`src/rtl/rob_pkg.sv`:
```
// Shared constants and types for the reorder-buffer controller slice.
package rob_pkg;
   localparam int ROB_DEPTH      = 64;
   localparam int ROB_IDX_W      = 6;
   localparam int RETIRE_WIDTH   = 2;
   localparam int NUM_CMPL_PORTS = 3;

   typedef logic [ROB_IDX_W-1:0] rob_idx_t;
endpackage

```
`src/rtl/rob_ptr.sv`:
```
// Modulo-DEPTH ring pointer. It advances by 0..2 per cycle, and clr returns it to zero.
module rob_ptr
   import rob_pkg::*;
#(
   parameter int IDX_W = ROB_IDX_W
) (
   input  logic             clk,
   input  logic             rstn,
   input  logic             clr,
   input  logic [1:0]       inc,
   output logic [IDX_W-1:0] ptr,
   output logic [IDX_W-1:0] ptr_plus1
);

   logic [IDX_W-1:0] ptr_q;
   logic [IDX_W-1:0] ptr_d;

   // DEPTH is a power of two, so the natural IDX_W-bit overflow is the modulo wrap.
   always_comb begin
      ptr_d = ptr_q + IDX_W'(inc);
      if (clr) ptr_d = '0;
   end

   always_ff @(posedge clk or negedge rstn) begin
      if (!rstn) ptr_q <= '0;
      else       ptr_q <= ptr_d;
   end

   assign ptr       = ptr_q;
   assign ptr_plus1 = ptr_q + IDX_W'(1);

endmodule

```
`src/rtl/rob_ctrl.sv`:
```
// Reorder-buffer sequencer: head/tail pointers, per-entry VALID/COMPLETE state,
// in-order dual retirement and the dispatch stall.
module rob_ctrl
   import rob_pkg::*;
#(
   parameter int DEPTH = ROB_DEPTH,
   parameter int IDX_W = ROB_IDX_W
) (
   input  logic             clk,
   input  logic             rstn,
   input  logic             flush,
   input  logic             alloc_req,
   output logic             alloc_ready,
   output logic [IDX_W-1:0] alloc_idx,
   output logic             stall,
   input  logic             cmpl_v_0,
   input  logic [IDX_W-1:0] cmpl_idx_0,
   input  logic             cmpl_v_1,
   input  logic [IDX_W-1:0] cmpl_idx_1,
   input  logic             cmpl_v_2,
   input  logic [IDX_W-1:0] cmpl_idx_2,
   output logic             retire_v_0,
   output logic [IDX_W-1:0] retire_idx_0,
   output logic             retire_v_1,
   output logic [IDX_W-1:0] retire_idx_1,
   output logic [IDX_W:0]   count,
   output logic             empty
);

   logic [DEPTH-1:0] valid_q, valid_d;
   logic [DEPTH-1:0] cmpl_q,  cmpl_d;
   logic [IDX_W:0]   count_q, count_d;

   logic [IDX_W-1:0] head, head_plus1;
   logic [IDX_W-1:0] tail, tail_plus1_unused;
   logic             alloc_fire;
   logic [1:0]       retire_n;

   logic [NUM_CMPL_PORTS-1:0] cmpl_v;
   logic [IDX_W-1:0]          cmpl_idx [NUM_CMPL_PORTS];

   assign cmpl_v      = {cmpl_v_2, cmpl_v_1, cmpl_v_0};
   assign cmpl_idx[0] = cmpl_idx_0;
   assign cmpl_idx[1] = cmpl_idx_1;
   assign cmpl_idx[2] = cmpl_idx_2;

   rob_ptr #(.IDX_W(IDX_W)) u_head (
      .clk       (clk),
      .rstn      (rstn),
      .clr       (flush),
      .inc       (retire_n),
      .ptr       (head),
      .ptr_plus1 (head_plus1)
   );

   rob_ptr #(.IDX_W(IDX_W)) u_tail (
      .clk       (clk),
      .rstn      (rstn),
      .clr       (flush),
      .inc       ({1'b0, alloc_fire}),
      .ptr       (tail),
      .ptr_plus1 (tail_plus1_unused)
   );

   // Readiness looks only at the registered count, so a slot freed by a retire
   // is not offered to dispatch until the following cycle.
   assign alloc_ready = (count_q < (IDX_W+1)'(DEPTH));
   assign alloc_fire  = alloc_req & alloc_ready;
   assign retire_v_0  = valid_q[head] & cmpl_q[head];
   assign retire_v_1  = retire_v_0 & valid_q[head_plus1] & cmpl_q[head_plus1];
   assign retire_n    = {1'b0, retire_v_0} + {1'b0, retire_v_1};

   always_comb begin
      valid_d = valid_q;
      cmpl_d  = cmpl_q;
      for (int k = 0; k < NUM_CMPL_PORTS; k++) begin
         if (cmpl_v[k] && valid_q[cmpl_idx[k]]) cmpl_d[cmpl_idx[k]] = 1'b1;
      end
      if (retire_v_0) begin
         valid_d[head] = 1'b0;
         cmpl_d[head]  = 1'b0;
      end
      if (retire_v_1) begin
         valid_d[head_plus1] = 1'b0;
         cmpl_d[head_plus1]  = 1'b0;
      end
      if (alloc_fire) begin
         valid_d[tail] = 1'b1;
         cmpl_d[tail]  = 1'b0;
      end
      count_d = count_q + (IDX_W+1)'(alloc_fire) - (IDX_W+1)'(retire_n);
      if (flush) begin
         valid_d = '0;
         cmpl_d  = '0;
         count_d = '0;
      end
   end

   always_ff @(posedge clk or negedge rstn) begin
      if (!rstn) begin
         valid_q <= '0;
         cmpl_q  <= '0;
         count_q <= '0;
      end else begin
         valid_q <= valid_d;
         cmpl_q  <= cmpl_d;
         count_q <= count_d;
      end
   end

   assign alloc_idx    = tail;
   assign stall        = ~alloc_ready;
   assign retire_idx_0 = head;
   assign retire_idx_1 = head_plus1;
   assign count        = count_q;
   assign empty        = (count_q == '0);

endmodule

```
`config.mk`:
```
export PLATFORM = sky130hd
export DESIGN_NAME = rob_ctrl
export DESIGN_NICKNAME = d
export VERILOG_FILES = /design/src/rtl/rob_pkg.sv /design/src/rtl/rob_ptr.sv /design/src/rtl/rob_ctrl.sv
export SDC_FILE = /design/constraint.sdc
export NUM_CORES = 1
export LEC_CHECK = 0
export BUFFER_PORTS_ARGS = -buffer_cell sky130_fd_sc_hd__buf_4
export CAP_MARGIN = 20
export CORE_ASPECT_RATIO = 0.8
export CORE_MARGIN = 10
export CORE_UTILIZATION = 35
export DETAILED_ROUTE_END_ITERATION = 6
export GPL_TIMING_DRIVEN = 0
export MAX_ROUTING_LAYER = met4
export SYNTH_ARGS = -nofsm -noshare
export SYNTH_HDL_FRONTEND = slang
export SYNTH_SLANG_ARGS = --single-unit
```
`constraint.sdc`:
```
create_clock -name clk -period 5.9 [get_ports clk]
set_clock_uncertainty 0.05 [all_clocks]
set_input_delay 0.885 -clock clk [delete_from_list [all_inputs] [get_ports clk]]
set_output_delay 0.885 -clock clk [all_outputs]
set_load 0.005 [all_outputs]
```
==> impl_metrics.tcl, run 1 <==
set metrics [dict create \
    power_frac_seq_pct 35.4 \
    synth_nets 1613 \
    ant_nets 0 \
    cp_num_buf_inv 6 \
    min_path_type "in2async" \
    antenna_found_initial 6 \
    cts_buffers 17 \
    critPathArrivalTime_ns 6.11 \
    r2r_start "u_head.ptr[0]" \
    synth_edf_count 0 \
    end_kind "register" \
    max_clock_freq_mhz 171 \
    path_class "reg2reg" \
    io_pins 55 \
    intPower_w 0.00202 \
    setup_ws_ns 0.0509 \
    swShare_pct 33.0 \
    port_buffers 44 \
    finalCriticalPeriod_ns 5.85 \
    grt_pass1_wl_um 132000 \
    synth_ff_type "dfrtp_1" \
    reg2reg_to "count[6]" \
    globalplace.congestion 1.17 \
    slowest_delay_ns 0.56 \
    post-route-period-util_pct 99.1 \
    placed_area_um2 14400 \
    synth_area_um2 13200 \
    hold_buffers 0 \
    fin_cells 2163 \
    row_count 63 \
    grt_max_degree 91 \
    cp-start-kind "register" \
    critPathTopFamily "adder cells" \
    clk_pin_slew_ns 0.07 \
    reg2reg_slack_ns 0.05 \
    required_ns 6.16 \
    drv_slew 0 \
    vdd_drop_max_uv 220 \
    totalWireLength_um 98500 \
    grt_overflow 0 \
    hold_viol 0 \
    fin_area_um2 15300 \
    drt-vias-per-instance 7.60 \
    pre_cts_ws_ns -0.926 \
    clock_sinks 147 \
    grtUsageTotal_pct 42.7 \
    synth.avg_cell_area_um2 8.42 \
    fp.dieH_um 194 \
    slew_headroom_pct 16.6 \
    yosys_warnings 0 \
    crit_fanout 10 \
    wl_per_cell_um 45.5 \
    tns_ns 0 \
    drc 13 \
    start_util_pct 35.5 \
    first_iter_violations 2831 \
    cts_tree "done" \
    leakagePower_nw 5.72 \
    synthCells 1570 \
    num_vias 16432 \
    crit_slowest_cell "ha_2" \
    clkLatencyLatePin_ns 0.49 \
    cp_num_cells 23 \
    grt_pass1_vias 15552 \
    max_slew.worst_pin.slew_ns 1.25 \
    htreeDepth 4 \
    core_um2 37200 \
    ys_ff_latch 147 \
    p_sw_w 0.000993 \
    dp_cells 2117 \
    finalPower_w 0.00301 \
    clk_path_buf_depth 2 \
    p_per_area_nw_per_um2 197 \
    seq_area_frac_synth_pct 27.8 \
    dp_hpwl_um 73200 \
    synth.distinct_cells 85 \
    violations "design-rule violations" \
    dr.pass1.iters 7 \
    die_area_um2 46000 \
    maxCapViolCount 0 \
    ff2ff_path_depth 23 \
    final_layout_size_suffix_gt1_share_pct 17.2 \
    power_frac_comb_pct 21.7 \
    cts_root_buf "clkbuf_16" \
    startpoint "u_head.ptr[0]" \
    setup_violations 0 \
    die_w_um 237 \
    async_flop_share_pct 100 \
    status "finished with violations" \
    crit_end "count[6]" \
    path_cells "ha_2 -> clkbuf_4 -> buf_4 -> clkbuf_4 -> nand3b_1 -> o311ai_0 -> o21ai_1 -> a221oi_4 -> nor3_1 -> o21a_1 -> ha_1 -> ha_1 -> inv_1 -> ha_1 -> inv_1 -> fa_1 -> inv_1 -> a21oi_1 -> o21bai_1 -> a21oi_1 -> nor2_1 -> or3_1 -> a21oi_1" \
    nets 1697 \
    pwr-share-clk_pct 42.9 \
    area_growth_pct 15.5 \
]
-- registers in the layout (all words and copies together), names as in the netlist --
register    flops
cmpl_q         64
valid_q        64
count           7
u_head.ptr      6
u_tail.ptr      6
-- kinds of logic after synthesis --
| kind of cell | Yosys count | synth area share, % |
|---|---|---|
| multiplexers | 113 | 12.2 |
| XOR/XNOR | 17 | 1.18 |
| flip-flops | 147 | 27.8 |
| AO/OA/AOI/OAI | 469 | 26.7 |
| adder cells (fa/ha/maj) | 18 | 1.82 |
| AND/OR/NAND/NOR | 616 | 23.9 |
| buffers and inverters | 190 | 6.39 |
-- per-layer routing --
layer / track usage [%] / vias up / share of wire, %
met5: - / - / 0
met4: 30.0 / 0 / 8.4
met3: 22.2 / 423 / 16
met2: 53.6 / 1564 / 38
met1: 50.9 / 8169 / 38
li1: - / 6276 / -
-- cells in the mapped netlist (34+ instances only) --
cell type    n  area (µm²)
nand2_1    113         424
mux2i_1     50         500
o22ai_1     56         350
inv_1       47         176
nor2_1     160         601
clkbuf_1    70         263
and3_1      34         213
a21oi_1     68         340
dfrtp_1    147        3680
mux4_2      36         811
nor3_1      60         300
a221oi_1    37         324
nand3_1     69         345
-- power groups by stage --
stage / registers [W] / logic (W) / clock network (W)
finish: 0.00107 / 0.000652 / 0.00129
global route: 0.00107 / 0.000682 / 0.00131
CTS: 0.00106 / 0.000620 / 0.00128
detailed placement: 0.00108 / 0.000611 / 0
global placement: 0.00108 / 0.000595 / 0
floorplan: 0.00107 / 0.000328 / 0
-- area by class of cell --
class	count	area [µm²]
Antenna cell	9	22.5
Buffer	138	692
Clock buffer	20	447
Clock inverter	12	204
Fill cell	3888	21900
Inverter	51	191
Multi-Input combinational cell	1233	8850
Sequential cell	147	3680
Tap cell	487	609
Timing Repair Buffer	66	563
-- how the worst min path moves through the flow --
stage / from / to / slack [ns] / cells past startpoint
after global placement: u_tail.ptr[4] / u_tail.ptr[4] / 0.54 / 2
after CTS: rstn / valid_q[1] / 0.42 / 1
after floorplan: valid_q[31] / valid_q[31] / 0.48 / 1
after detailed placement: u_tail.ptr[4] / u_tail.ptr[4] / 0.56 / 2
after global routing: rstn / valid_q[1] / 0.45 / 1
final: rstn / valid_q[1] / 0.39 / 1
-- per-stage QoR --
stage | hold WS, ns | util [%]
3_3_place_gp | 0.543 | 38.0
3_5_place_dp | 0.563 | 38.7
2_1_floorplan | 0.478 | -
5_1_grt | 0.448 | 41.0
6_report | 0.386 | 41.0
4_1_cts | 0.422 | 40.6
-- placed cells by master, fill, tap and decap left out, types with 17 or more instances in the layout --
| cell type | Yosys | final |
|---|---|---|
| buf_4 | 18 | 72 |
| o21ai_0 | 33 | 32 |
| clkbuf_1 | 70 | 62 |
| mux4_2 | 36 | 36 |
| a22oi_1 | 19 | 19 |
| mux2_2 | 27 | 27 |
| and3_1 | 34 | 34 |
| nor3_1 | 60 | 57 |
| mux2i_1 | 50 | 49 |
| nand2_1 | 113 | 113 |
| o22ai_1 | 56 | 56 |
| a31oi_1 | 29 | 28 |
| o32ai_1 | 22 | 22 |
| and2_1 | 18 | 18 |
| dfrtp_1 | 147 | 145 |
| nand3_1 | 69 | 68 |
| clkbuf_16 | 0 | 17 |
| nand3b_1 | 22 | 22 |
| buf_2 | 32 | 28 |
| nor4_1 | 19 | 18 |
| nand2b_1 | 25 | 25 |
| a31o_2 | 19 | 19 |
| nor2_1 | 160 | 159 |
| a221oi_1 | 37 | 37 |
| inv_1 | 47 | 47 |
| nor2b_1 | 31 | 30 |
| a21oi_1 | 68 | 66 |
-- timing repair --
action,4_1_cts,5_1_grt
cloned,0,0
setup endpoints to repair,13,3
setup buffers,2,1
gates resized for setup,27,23
pin swaps,1,2
(Power assumes the default switching activity.)
==> run 2: changes to the inputs <==
--- a/config.mk
+++ b/config.mk
@@ -8,7 +8,7 @@
 export BUFFER_PORTS_ARGS = -buffer_cell sky130_fd_sc_hd__buf_4
 export CAP_MARGIN = 20
 export CORE_ASPECT_RATIO = 0.8
-export CORE_MARGIN = 10
+export CORE_MARGIN = 4
 export CORE_UTILIZATION = 35
 export DETAILED_ROUTE_END_ITERATION = 6
 export GPL_TIMING_DRIVEN = 0
==> impl_metrics.tcl, run 2 (same netlist as run 1, synthesis figures left out) <==
set metrics [dict create \
    status "finished with violations" \
    violations "design-rule violations, negative setup slack" \
    seqCellArea_um2 3680 \
    setup_violations 1 \
    final_layout_size_suffix_gt1_share_pct 17.8 \
    max_clock_freq_mhz 169 \
    drc 40 \
    hold_buffers 0 \
    fin_area_um2 15300 \
    required_ns 6.16 \
    clk_pin_slew_ns 0.07 \
    hold_viol 0 \
    maxCapViolCount 0 \
    max_slew.worst_pin.slew_ns 1.40 \
    ant_nets 0 \
    n_fill_cell 3799 \
    htreeDepth 4 \
    cts_tree "done" \
    io_pins 55 \
    die_w_um 225 \
    start_util_pct 35.6 \
    port_buffers 44 \
    clkLatencyLatePin_ns 0.49 \
    vdd_drop_max_uv 178 \
    grt_pass1_vias 15739 \
    grt_overflow 0 \
    dr.pass1.iters 7 \
    area_growth_pct 15.8 \
    setup_ws_ns -0.0177 \
    final_core_util_pct 41.2 \
    leakagePower_nw 5.71 \
    grt_max_degree 85 \
    critPathArrivalTime_ns 6.18 \
    totalWireLength_um 100000 \
    core_um2 37100 \
    final_common_cell "nor2_1" \
    path_class "reg2reg" \
    p_per_area_nw_per_um2 194 \
    finalCriticalPeriod_ns 5.92 \
    multi_input_area_um2 8890 \
    row_count 63 \
    cp-start-kind "register" \
    fp.dieH_um 182 \
    crit_fanout 10 \
    dp_hpwl_um 73800 \
    die_area_um2 40900 \
    drv_slew 0 \
    num_vias 16940 \
    slew_headroom_pct 6.94 \
    antenna_found_initial 8 \
    first_iter_violations 3376 \
    clk_path_buf_depth 2 \
    end_kind "register" \
    grt_pass1_wl_um 134000 \
    wl_per_cell_um 46.3 \
    min_path_type "in2async" \
    globalplace.congestion 1.18 \
    cts_root_buf "clkbuf_16" \
    placed_area_um2 14400 \
    cts_buffers 17 \
    nets 1697 \
    drt-vias-per-instance 7.80 \
    grtUsageTotal_pct 48.9 \
    post-route-period-util_pct 100 \
    pre_cts_ws_ns -1.33 \
    clock_sinks 147 \
    final_cell_mix "nor2_1, dfrtp_1, nand2_1" \
]
==> run 2: layout make-up <==
class                      instances  area share, %
clock inverter                    11           1.16
tap                              487           3.98
timing repair buffer              67           3.63
clock buffer                      21           2.94
sequential                       147           24.1
antenna                           17          0.278
inverter                          51           1.27
multi-input combinational       1233           58.1
buffer                           137           4.58
==> run 2: where the power goes <==
part	total (W)	internal [W]	switching, W	leakage [nW]
sequential	0.00107	0.00103	0.0000372	2.04
clock	0.00125	0.000722	0.000529	0.294
combinational	0.000651	0.000209	0.000442	3.37
total	0.00297	0.00196	0.00101	5.71
==> run 2: final timing paths <==
| kind | startpoint | to | slack [ns] | depth (start not counted) |
|---|---|---|---|---|
| max reg2reg | u_head.ptr[0] | count[6] | -0.02 | 23 |
| min reg2reg | u_tail.ptr[4] | u_tail.ptr[4] | 0.58 | 2 |
| max in group asynchronous | rstn | cmpl_q[27] | 4.56 | 2 |
| min | rstn | u_head.ptr[0] | 0.28 | 1 |
| max | u_head.ptr[0] | count[6] | -0.02 | 23 |
| min in group clk | u_tail.ptr[4] | u_tail.ptr[4] | 0.58 | 2 |
==> run 2: critical path, cell delays in order (launching register included) <==
cell and delay, ns:
dfrtp_4 0.60, ha_2 0.22, buf_2 0.20, xnor2_4 0.22, inv_2 0.28, buf_2 0.44
buf_2 0.38, a311oi_1 0.09, o21ai_0 0.32, nand4_1 0.39, o21a_1 0.39, ha_1 0.33
ha_1 0.28, inv_1 0.05, ha_1 0.16, inv_1 0.06, fa_1 0.43, inv_1 0.09
a21oi_1 0.07, o21bai_1 0.24, a21oi_1 0.11, nor2_1 0.14, or3_1 0.13, a21oi_1 0.05
==> run 2: routing by layer <==
metal	track usage [%]	vias up	routed length (µm)
li1	-	6294	-
met1	59.4	8265	37000
met2	61.4	1854	37100
met3	27.9	527	17900
met4	29.8	0	8410
met5	-	-	0
==> run 2: what timing repair did <==
item                       in CTS  in global routing
gates resized for setup        34                 38
setup endpoints to repair      14                  1
buffers inserted                3                  6
gates cloned                    0                  0
pin swaps                       3                  2
==> run 2: per-stage QoR <==
step,setup TNS [ns],total power [W],hold slack [ns],cells
floorplan,0,0.00140,0.478,1570
global placement,-25.26,0.00168,0.552,2101
detailed placement,-7.63,0.00170,0.561,2113
CTS,0,0.00292,0.323,2146
global route,-0.0110,0.00302,0.322,2164
finish,-0.0177,0.00297,0.281,2171
